[config.mk]
export PLATFORM = sky130hd
export DESIGN_NAME = uart_tx_fifo
export DESIGN_NICKNAME = d
export VERILOG_FILES = /design/src/rtl/uart_pkg.sv /design/src/rtl/fifo_mem.sv /design/src/rtl/uart_tx_fifo.sv
export SDC_FILE = /design/constraint.sdc
export NUM_CORES = 1
export LEC_CHECK = 0
export BUFFER_PORTS_ARGS = -buffer_cell sky130_fd_sc_hd__buf_2
export CAP_MARGIN = 10
export CORE_MARGIN = 2
export CORE_UTILIZATION = 30
export DETAILED_ROUTE_END_ITERATION = 7
export PLACE_DENSITY = 0.45
export SETUP_SLACK_MARGIN = 0.4
export SLEW_MARGIN = 20
export SYNTH_ARGS = -nofsm -noshare
export SYNTH_HDL_FRONTEND = slang
export SYNTH_SLANG_ARGS = --single-unit
[constraint.sdc]
create_clock -name CLK -period 2.4 [get_ports CLK]
set_clock_uncertainty 0.2 [all_clocks]
set_input_delay 0.12 -clock CLK [delete_from_list [all_inputs] [get_ports CLK]]
set_output_delay 0.12 -clock CLK [all_outputs]
set_load 0.01 [all_outputs]
[src/rtl/uart_pkg.sv]
`default_nettype none
// ============================================================================
//  Module      : uart_pkg
//  Description : Shared types and defaults for the UART TX buffer stage.
//  Revision    : 1.0 - initial release
// ============================================================================
package uart_pkg;

    localparam int C_DATA_WIDTH = 8;
    localparam int C_BUSY_TO    = 4;

    typedef enum logic [1:0] {
        ST_IDLE      = 2'd0,
        ST_WAIT_BUSY = 2'd1,
        ST_WAIT_DONE = 2'd2
    } tx_state_t;

endpackage
`default_nettype wire

[src/rtl/fifo_mem.sv]
`default_nettype none
// ============================================================================
//  Module      : fifo_mem
//  Description : Register array, synchronous write port, asynchronous read.
//  Revision    : 1.0 - initial release
// ============================================================================
module fifo_mem #(
    parameter int WIDTH  = 8,
    parameter int DEPTH  = 8,
    parameter int ADDR_W = $clog2(DEPTH)
) (
    input  logic              clk,
    input  logic              i_wr_en,
    input  logic [ADDR_W-1:0] i_wr_addr,
    input  logic [WIDTH-1:0]  i_wr_data,
    input  logic [ADDR_W-1:0] i_rd_addr,
    output logic [WIDTH-1:0]  o_rd_data
);

    // Contents are deliberately left unreset; occupancy tracking makes stale data invisible.
    logic [WIDTH-1:0] r_mem [DEPTH];

    always_ff @(posedge clk) begin
        if (i_wr_en) begin
            r_mem[i_wr_addr] <= i_wr_data;
        end
    end

    assign o_rd_data = r_mem[i_rd_addr];

endmodule
`default_nettype wire

[src/rtl/uart_tx_fifo.sv]
`default_nettype none
// ============================================================================
//  Module      : uart_tx_fifo
//  Description : Byte FIFO feeding the UART TX, one-cycle issue strobe gated
//                by TX_BUSY with a bounded wait for the TX to acknowledge.
//  Revision    : 1.0 - initial release
// ============================================================================
module uart_tx_fifo
    import uart_pkg::*;
#(
    parameter int WIDTH   = C_DATA_WIDTH,
    parameter int DEPTH   = 8,
    parameter int ADDR_W  = $clog2(DEPTH),
    parameter int BUSY_TO = C_BUSY_TO
) (
    input  logic              CLK,
    input  logic              Reset,
    input  logic              FLUSH,
    input  logic [WIDTH-1:0]  WR_DATA,
    input  logic              WR_EN,
    output logic              FULL,
    output logic              EMPTY,
    output logic [ADDR_W:0]   COUNT,
    output logic              OVERFLOW,
    output logic [WIDTH-1:0]  TX_DATA,
    output logic              TX_VALID,
    input  logic              TX_BUSY
);

    localparam int              C_TMR_W    = $clog2(BUSY_TO + 1);
    localparam logic [ADDR_W:0] C_FULL_CNT = (ADDR_W + 1)'(DEPTH);

    logic [ADDR_W-1:0]  r_wr_ptr;
    logic [ADDR_W-1:0]  r_rd_ptr;
    logic [ADDR_W:0]    r_count;
    logic               r_overflow;
    logic [WIDTH-1:0]   r_tx_data;
    logic               r_tx_valid;
    logic [C_TMR_W-1:0] r_timer;
    tx_state_t          r_state;

    logic               w_full;
    logic               w_push;
    logic               w_pop;
    logic [WIDTH-1:0]   w_rd_data;

    // Flags come from the registered count only, so FULL is the pre-edge value.
    assign w_full = (r_count == C_FULL_CNT);
    assign w_push = WR_EN && !w_full && !FLUSH;
    assign w_pop  = (r_state == ST_IDLE) && (r_count != '0) && !TX_BUSY && !FLUSH;

    fifo_mem #(
        .WIDTH  (WIDTH),
        .DEPTH  (DEPTH),
        .ADDR_W (ADDR_W)
    ) u_mem (
        .clk       (CLK),
        .i_wr_en   (w_push && Reset),
        .i_wr_addr (r_wr_ptr),
        .i_wr_data (WR_DATA),
        .i_rd_addr (r_rd_ptr),
        .o_rd_data (w_rd_data)
    );

    always_ff @(posedge CLK) begin
        if (!Reset) begin
            r_wr_ptr   <= '0;
            r_rd_ptr   <= '0;
            r_count    <= '0;
            r_overflow <= 1'b0;
            r_tx_data  <= '0;
            r_tx_valid <= 1'b0;
            r_timer    <= '0;
            r_state    <= ST_IDLE;
        end else if (FLUSH) begin
            // TX_DATA is kept: a frame already handed to the TX is not recalled.
            r_wr_ptr   <= '0;
            r_rd_ptr   <= '0;
            r_count    <= '0;
            r_overflow <= 1'b0;
            r_tx_valid <= 1'b0;
            r_timer    <= '0;
            r_state    <= ST_IDLE;
        end else begin
            r_tx_valid <= 1'b0;

            if (w_push) begin
                r_wr_ptr <= r_wr_ptr + 1'b1;
            end
            if (WR_EN && w_full) begin
                r_overflow <= 1'b1;
            end

            case ({w_push, w_pop})
                2'b10:   r_count <= r_count + 1'b1;
                2'b01:   r_count <= r_count - 1'b1;
                default: r_count <= r_count;
            endcase

            case (r_state)
                ST_IDLE: begin
                    if (w_pop) begin
                        r_tx_data  <= w_rd_data;
                        r_tx_valid <= 1'b1;
                        r_rd_ptr   <= r_rd_ptr + 1'b1;
                        r_timer    <= C_TMR_W'(BUSY_TO);
                        r_state    <= ST_WAIT_BUSY;
                    end
                end
                ST_WAIT_BUSY: begin
                    // A TX that never acknowledges still consumes the word.
                    if (TX_BUSY) begin
                        r_state <= ST_WAIT_DONE;
                    end else begin
                        r_timer <= r_timer - 1'b1;
                        if (r_timer <= C_TMR_W'(1)) begin
                            r_state <= ST_IDLE;
                        end
                    end
                end
                ST_WAIT_DONE: begin
                    if (!TX_BUSY) begin
                        r_state <= ST_IDLE;
                    end
                end
                default: r_state <= ST_IDLE;
            endcase
        end
    end

    assign FULL     = w_full;
    assign EMPTY    = (r_count == '0);
    assign COUNT    = r_count;
    assign OVERFLOW = r_overflow;
    assign TX_DATA  = r_tx_data;
    assign TX_VALID = r_tx_valid;

endmodule
`default_nettype wire

==> results.tsv, run 1 <==
metric	value	unit
dp.cells	415	
instances_no_fill	449	
cts_buffer_depth	2	
io_pins	29	
rsz0062_at_grt	yes	
final_hold_viol_count	0	
async_reset_ff_frac	0	
relSlewSlack	0.588	
synth.top_cells.by_count	edfxtp_1, dfxtp_1, nand2_1	
maxCapViolCount	0	
syn_inst	235	
cts_sinks	89	
grt_util_all_layers	0.130	
worstHoldStart	FLUSH	
fp.dieW	113	um
synth_edf_count	64	
critPathCaptureType	flop	
synth_top_area_cell	edfxtp_1	
p_leak	1.61	nW
synth.area.top_cells	edfxtp_1, dfxtp_1, mux4_2	
setup.worst_path.class	reg -> reg	
drt_drc_violations_left	0	
grt_pass1_wl	12.3	mm
reg2reg_slack	0.08	ns
multiInputGateArea	1140	um2
path_buf_inv	1	
worst_path_largest_cell_delay	0.56	ns
cts_inserted_buffers	9	
cp-startpoint	COUNT[0]	
ys_warn_count	0	
fp-row-count	39	
area_delta_synth_final	29.0	%
r2r_cells	8	
p_total	0.00324	W
coreArea	11500	um2
layout-drive-gt1-share	0.356	
cp.required	2.44	ns
ff_latch_area	2440	um2
outcome	finished, final reports clean	
ant_nets	0	
min_period_over_period	0.965	
tritoncts	yes	
hpwlAfterDp	4.91	mm
die-area	12700	um2
yosysMostFrequentCell	edfxtp_1	
vias_per_cell	4.59	
synth_top_area_share	0.543	
antenna_cells	0	
antenna_found_initial	0	
max_freq	0.432	GHz
grt_max_degree	20	
clk_pin_slew_worst_paths	0.06	ns
syn_area_per_cell	15.1	um2
fillers	1109	
ys_seq_elements	89	
critical_path.cell_chain	or4_4 -> nand2_4 -> inv_4 -> ha_4 -> ha_4 -> a21oi_2 -> and4b_1 -> o31ai_1	
insertion_delay	0.33	ns
cp-start-kind	flop	
arrival	2.36	ns
die_h	113	um
grt_pass1_vias	2235	
first_pass_iters	4	
wl	7.45	mm
slew_viol_final	0	
synth_nets	256	
gp_congestion	0.725	
drt_iter0_markers	117	
overflow	0	
initial_utilization	0.309	
ys_seq_area_frac	0.684	
setup_viol	0	
cts_root_buf	clkbuf_16	
routedWlPerCell	16.6	um
cp_num_cells	8	
synth_area	3540	um2
cp_top_family	simple AND/OR/NAND/NOR gates	
port_buffers	28	
ir_drop	0.000345	V
worst_slew_pin_slew	0.617	ns
cpMaxStageDelayCell	or4_4	
fin_crit	2.32	ns
route.vias.total	2063	
h-tree-depth	3	
crit_path_max_fanout	5	
synth.distinct_cells	38	
cpMostUsedCell	ha_4	
synthFlopType	edfxtp_1	
power_density	708	nW/um2
timing.rr.start	COUNT[0]	
hold_path.class	in -> reg	
holdPathStages	4	
fin_nets	322	
worst min-delay path, delay by kind of cell:
kind	cells	cell delay (ns)
AOI/OAI and AO/OA	1	0.05
and+or+nand+nor	2	0.17
buffers and inverters	1	0.15
sequential cells by signal (all words and copies together), names as in the netlist, 2 cells and up:
name and flops:
r_state 2, r_rd_ptr 3, r_wr_ptr 3, TX_DATA 8
r_timer 3, u_mem.r_mem 64, COUNT 4
per-stage QoR:
step                area [um2]  TNS (ns)  hold slack, ns  worst slack, ns   util
floorplan                 3650    -0.181          0.0189           -0.123      -
detailed placement        4040         0           0.199           0.0447  0.353
CTS                       4530         0          0.0183           0.0939  0.395
finish                    4570         0         0.00436           0.0839  0.398
global route              4570  -0.00883          0.0370         -0.00883  0.398
global placement          4040         0           0.191           0.0575  0.353
cell families (layout without fill, tap and decap cells):
| kind of cell | count (synthesis) | in the layout | synth area share |
|---|---|---|---|
| flops | 89 | 89 | 0.684 |
| simple gates | 63 | 63 | 0.0887 |
| compound gates | 31 | 31 | 0.0488 |
| buf+inv | 19 | 90 | 0.0233 |
| mux | 17 | 17 | 0.105 |
| fa+ha+maj | 8 | 8 | 0.0304 |
| xor+xnor | 8 | 8 | 0.0198 |
per-layer routing:
| layer | track usage | part of all wire | wire length [um] |
|---|---|---|---|
| met1 | 0.169 | 0.46 | 3460 |
| met2 | 0.214 | 0.49 | 3680 |
| met3 | 0.0329 | 0.027 | 202 |
| met4 | 0.0439 | 0.015 | 112 |
| met5 | 0 | 0 | 0 |
layout by cell type, fill, tap and decap left out, drive strengths merged, types with 2 or more instances in the layout:
master,netlist,final
or3,2,2
nand2,22,22
xnor2,3,3
mux4,16,16
inv,7,9
nand3,2,2
a31oi,8,8
dlygate4sd3,0,11
buf,6,55
nor3,2,2
nor2,19,19
and3,2,2
o21ai,10,10
edfxtp,64,64
a211oi,2,2
nand2b,5,5
clkinv,1,2
clkbuf,5,11
a21oi,10,10
xor2,5,5
ha,7,7
dfxtp,25,25
final cells by class:
| type | count | share of cell area |
|---|---|---|
| well taps | 143 | 0.0392 |
| clock inverters | 5 | 0.0132 |
| clock buffers | 11 | 0.0553 |
| flip-flops and latches | 89 | 0.534 |
| repair buffers | 66 | 0.102 |
| inverters | 8 | 0.00712 |
| multi-input cells | 127 | 0.249 |
where the power goes:
| part | switching (W) | total [W] | leakage [nW] | internal, W |
|---|---|---|---|---|
| clock network | 0.000588 | 0.00146 | 0.153 | 0.000869 |
| registers | 0.00000670 | 0.00166 | 0.782 | 0.00165 |
| logic | 0.0000627 | 0.000119 | 0.676 | 0.0000567 |
timing repair:
action / CTS / global route
gates resized for setup: 4 / 7
setup endpoints to repair: 4 / 30
endpoints found under the hold margin: 77 / 0
hold buffers: 11 / 0
pin swaps: 7 / 8
buffers inserted: 5 / 2
path summary, 6_finish.rpt:
path | end
min reg2reg | OVERFLOW
max | COUNT[3]
min | COUNT[3]
max reg2reg | COUNT[3]
(Power assumes the default switching activity.)
==> inputs of run 2 (changes only) <==
CORE_MARGIN = unset   (was 2)
CTS_CLUSTER_DIAMETER = 80   (was unset)
PLACE_DENSITY = 0.44   (was 0.45)
clock period = 2.8 ns   (was 2.4 ns; I/O delays follow)
==> results.tsv, run 2 (same netlist as run 1, synthesis figures left out) <==
metric	value	unit	change
outcome	finished, final reports clean		unchanged
cts_root_buf	clkbuf_16		unchanged
cts_sinks	89		unchanged
setup_ws	0.494	ns	was 0.0839 ns
antenna_cells	0		unchanged
port_buffers	28		unchanged
arrival	2.33	ns	was 2.36 ns
drt_drc_violations_left	0		unchanged
layout_commonest_cell	edfxtp_1		unchanged
grt_pass1_vias	2107		was 2235
gp_congestion	0.691		was 0.725
h-tree-depth	3		unchanged
ir_drop	0.000358	V	was 0.000345 V
wl	7.70	mm	was 7.45 mm
cpMaxStageDelayCell	or4_4		unchanged
area_delta_synth_final	27.0	%	was 29.0%
insertion_delay	0.35	ns	was 0.33 ns
grt_max_degree	20		unchanged
drt_iter0_markers	115		was 117
tritoncts	yes		unchanged
max_freq	0.434	GHz	was 0.432 GHz
largest-register	u_mem.r_mem		unchanged
fin_crit	2.31	ns	was 2.32 ns
seqPwrFrac	0.502		was 0.513
clk_pin_slew_worst_paths	0.06	ns	about the same
fp-row-count	39		unchanged
post-place-ws	0.431	ns	was 0.0447 ns
antenna_found_initial	0		unchanged
coreArea	11500	um2	unchanged
worst_slew_pin_slew	0.596	ns	was 0.617 ns
p_clk_frac	0.464		was 0.450
critical_path.cell_chain	or4_4 -> nand2_4 -> inv_2 -> ha_4 -> ha_1 -> nand3_2 -> and4b_1 -> o21ai_1 -> o31ai_1		was or4_4 -> nand2_4 -> inv_4 -> ha_4 -> ha_4 -> a21oi_2 -> and4b_1 -> o31ai_1
grt_pass1_wl	12.3	mm	about the same
setup.worst_path.class	reg -> reg		unchanged
final_cell_mix	edfxtp_1, buf_2, dfxtp_1, nand2_1, buf_4		was edfxtp_1, buf_2, buf_4, dfxtp_1, nand2_1
ant_nets	0		unchanged
rsz0062_at_grt	yes		unchanged
worst_path_largest_cell_delay	0.57	ns	was 0.56 ns
min_period_over_period	0.823		was 0.965
maxCapViolCount	0		unchanged
final_hold_viol_count	0		unchanged
fillers	1085		was 1109
fin_nets	318		was 322
power_density	631	nW/um2	was 708 nW/um2
io_pins	29		unchanged
tns	0	ns	unchanged
routedWlPerCell	17.3	um	was 16.6 um
critPathCaptureType	flop		unchanged
hold_path.class	in -> reg		unchanged
fin_util	0.392		was 0.398
route.vias.total	2080		was 2063
sw_frac_of_total	0.206		was 0.203
layout-drive-gt1-share	0.321		was 0.356
die-area	12200	um2	was 12700 um2
hpwlAfterDp	4.82	mm	was 4.91 mm
die_h	111	um	was 113 um
setup_viol	0		unchanged
cp-start-kind	flop		unchanged
p_int	0.00225	W	was 0.00258 W
first_pass_iters	4		unchanged
vias_per_cell	4.67		was 4.59
grt_util_all_layers	0.137		was 0.130
cts_inserted_buffers	9		unchanged
slew_viol_final	0		unchanged
relSlewSlack	0.602		was 0.588
p_comb_frac	0.034		was 0.037
p_leak	1.60	nW	was 1.61 nW
fp.dieW	111	um	was 113 um
cts_buffer_depth	2		unchanged
largest_register_ffs	64		unchanged
initial_utilization	0.309		unchanged
overflow	0		unchanged
crit_path_max_fanout	6		was 5
cp.required	2.82	ns	was 2.44 ns
p_sw	0.000583	W	was 0.000658 W
## run 2: power by group through the flow
stage                     clock network (W)   logic, W  registers (W)
final                               0.00132  0.0000965        0.00142
after global routing                0.00142   0.000106        0.00142
after CTS                           0.00135  0.0000950        0.00142
after detailed placement                  0  0.0000825        0.00145
after global placement                    0  0.0000819        0.00145
after floorplan                           0  0.0000396        0.00145
## run 2: layout make-up
type                       instances  area (um2)  share of cell area
clock buffer                       9         225              0.0501
sequential                        89        2430               0.541
clock inverter                     7         100              0.0223
inverter                           8        30.0             0.00668
tap                              143         179              0.0398
timing repair buffer              62         428              0.0952
multi-input combinational        127        1100               0.245
## run 2: what timing repair did
item	in CTS	in global routing
hold buffers	13	0
endpoints found under the setup margin	0	3
hold endpoints to repair	77	0
setup buffers	0	2
gates resized for setup	0	7
## run 2: metrics by stage
step,instances,hold WS (ns),cell area (um2),power (W)
final,445,0.0338,4500,0.00284
after global routing,445,0.0623,4500,0.00295
after CTS,443,0.0275,4460,0.00287
after detailed placement,414,0.213,4000,0.00154
after global placement,414,0.211,4000,0.00153
after floorplan,235,0.0389,3600,0.00149
## run 2: path summary, 6_finish.rpt
check,start,end,cells past startpoint,slack [ns]
setup / recovery,COUNT[1],COUNT[3],9,0.49
hold / removal,FLUSH,COUNT[3],4,0.03
setup reg to reg,COUNT[1],COUNT[3],9,0.49
hold reg to reg,OVERFLOW,OVERFLOW,2,0.27
## run 2: critical path, delay by kind of cell, from the launching register on
kind | cells | cell delay [ns]
flops | 1 | 0.36
fa+ha+maj | 2 | 0.47
simple gates | 4 | 0.92
buf+inv | 1 | 0.05
compound gates | 2 | 0.18
## run 2: per-layer routing
metal | share of wire | vias up | GRT usage | wire length (um)
li1 | - | 1011 | - | -
met5 | 0 | - | 0 | 0
met2 | 0.47 | 33 | 0.207 | 3610
met1 | 0.48 | 1022 | 0.188 | 3730
met3 | 0.028 | 14 | 0.0302 | 215
met4 | 0.019 | 0 | 0.0640 | 149
==> inputs of run 3 (changes only) <==
PLACE_DENSITY = 0.45   (was 0.44)
clock period = 1.95 ns   (was 2.8 ns; I/O delays follow)
==> results.tsv, run 3 (same netlist as run 1, synthesis figures left out) <==
metric	value	unit	change
antenna_cells	0		unchanged
layout-drive-gt1-share	0.412		was 0.321
io_pins	29		unchanged
cpMostUsedCell	nor2_1		
grt_max_degree	20		unchanged
sw_frac_of_total	0.211		was 0.206
insertion_delay	0.33	ns	was 0.35 ns
ant_nets	0		unchanged
die_h	111	um	unchanged
p_sw	0.000838	W	was 0.000583 W
fp.dieW	111	um	unchanged
p_leak	1.72	nW	was 1.60 nW
fin_nets	339		was 318
critical_path.cell_chain	nor4b_4 -> nand2b_4 -> or2_2 -> ha_4 -> inv_1 -> fa_1 -> xor2_1 -> nor2_1 -> a21oi_1 -> nor2_1		was or4_4 -> nand2_4 -> inv_2 -> ha_4 -> ha_1 -> nand3_2 -> and4b_1 -> o21ai_1 -> o31ai_1
slew_viol_final	0		unchanged
vias_per_cell	4.60		was 4.67
fin_util	0.424		was 0.392
area_delta_synth_final	37.4	%	was 27.0%
largest_register_ffs	64		unchanged
fp-row-count	39		unchanged
maxCapViolCount	0		unchanged
initial_utilization	0.309		unchanged
fin_crit	2.27	ns	was 2.31 ns
cpMaxStageDelayCell	fa_1		was or4_4
cp.required	1.97	ns	was 2.82 ns
die-area	12200	um2	unchanged
rsz0062_at_grt	yes		unchanged
setup.worst_path.class	reg -> reg		unchanged
final_cell_mix	edfxtp_1, buf_2, buf_4, dfxtp_1, nand2_1		was edfxtp_1, buf_2, dfxtp_1, nand2_1, buf_4
ir_drop	0.000582	V	was 0.000358 V
relSlewSlack	0.744		was 0.602
grt_pass1_wl	12.2	mm	was 12.3 mm
gp_congestion	0.744		was 0.691
setup_ws	-0.318	ns	was 0.494 ns
arrival	2.29	ns	was 2.33 ns
clk_pin_slew_worst_paths	0.07	ns	was 0.06 ns
route.vias.total	2145		was 2080
cts_inserted_buffers	9		unchanged
overflow	0		unchanged
violations	negative setup slack		
grt_pass1_vias	2286		was 2107
worst_slew_pin_slew	0.382	ns	was 0.596 ns
largest-register	u_mem.r_mem		unchanged
grt_util_all_layers	0.134		was 0.137
coreArea	11500	um2	unchanged
seqPwrFrac	0.515		was 0.502
hpwlAfterDp	5.17	mm	was 4.82 mm
drt_drc_violations_left	0		unchanged
layout_commonest_cell	edfxtp_1		unchanged
h-tree-depth	3		unchanged
p_int	0.00314	W	was 0.00225 W
p_total	0.00397	W	was 0.00284 W
max_freq	0.441	GHz	was 0.434 GHz
crit_path_max_fanout	5		was 6
critPathCaptureType	flop		unchanged
dp.cells	432		was 414
p_clk_frac	0.442		was 0.464
ff_latch_area	2430	um2	about the same
power_density	817	nW/um2	was 631 nW/um2
first_pass_iters	6		was 4
fillers	1049		was 1085
cts_root_buf	clkbuf_16		unchanged
antenna_found_initial	0		unchanged
final_hold_viol_count	0		unchanged
cp-start-kind	flop		unchanged
cts_sinks	89		unchanged
multiInputGateArea	1210	um2	was 1100 um2
drt_iter0_markers	120		was 115
p_comb_frac	0.044		was 0.034
port_buffers	28		unchanged
worst_path_largest_cell_delay	0.38	ns	was 0.57 ns
cts_buffer_depth	2		unchanged
outcome	finished with violations		was finished, final reports clean
wl	7.74	mm	was 7.70 mm
min_period_over_period	1.16		was 0.823
tritoncts	yes		unchanged
setup_viol	37		was 0
hold_path.class	in -> reg		unchanged
instances_no_fill	466		was 445
routedWlPerCell	16.6	um	was 17.3 um
==> run 3: area by class of cell <==
| cell class | count | area share |
|---|---|---|
| tap | 143 | 0.0368 |
| inverter | 8 | 0.00617 |
| multi-input combinational | 127 | 0.249 |
| clock inverter | 6 | 0.0154 |
| sequential | 89 | 0.499 |
| timing repair buffer | 83 | 0.146 |
| clock buffer | 10 | 0.0471 |
==> run 3: power groups by stage <==
stage | clock network [W] | logic (W) | registers [W]
after floorplan | 0 | 0.0000653 | 0.00209
after global placement | 0 | 0.000143 | 0.00209
after detailed placement | 0 | 0.000144 | 0.00209
after CTS | 0.00179 | 0.000169 | 0.00204
after global routing | 0.00188 | 0.000189 | 0.00204
final | 0.00176 | 0.000174 | 0.00204
==> run 3: critical path: cells and delay by family (launching register included) <==
| kind | cells | cell delay, ns |
|---|---|---|
| and+or+nand+nor | 5 | 0.73 |
| adders and majority gates | 2 | 0.55 |
| buffers and inverters | 1 | 0.06 |
| xor gates and xnor gates | 1 | 0.15 |
| AOI/OAI and AO/OA | 1 | 0.11 |
| DFF | 1 | 0.36 |
==> run 3: worst paths after layout <==
path            start    endpoint  slack (ns)  cells after the start
max          COUNT[0]    COUNT[2]       -0.32                     10
max reg2reg  COUNT[0]    COUNT[2]       -0.32                     10
min             Reset  TX_DATA[4]       0.006                      4
min reg2reg  OVERFLOW    OVERFLOW        0.29                      2
==> run 3: routing by layer <==
metal	GRT usage	vias to the layer above	part of all wire
met5	0	-	0
li1	-	1044	-
met4	0.0453	0	0.010
met3	0.0346	7	0.029
met2	0.230	32	0.51
met1	0.164	1062	0.45
==> run 3: timing repair <==
action | CTS | global route
gates resized for setup | 25 | 11
setup buffers | 3 | 3
endpoints found under the hold margin | 70 | 0
hold buffers | 12 | 0
pin swaps | 5 | 6
setup endpoints to repair | 85 | 88
cloned | 0 | 0
==> run 3: metrics by stage <==
| stage | hold WS [ns] | instance area (um2) | setup TNS, ns | setup WS [ns] |
|---|---|---|---|---|
| 2_1_floorplan | -0.00363 | 3690 | -2.19 | -0.572 |
| 3_3_place_gp | 0.177 | 4270 | -2.26 | -0.304 |
| 5_1_grt | 0.0234 | 4860 | -4.72 | -0.426 |
| 6_report | 0.00565 | 4860 | -2.45 | -0.318 |
| 4_1_cts | 0.00922 | 4800 | -2.67 | -0.320 |
| 3_5_place_dp | 0.181 | 4270 | -2.38 | -0.318 |
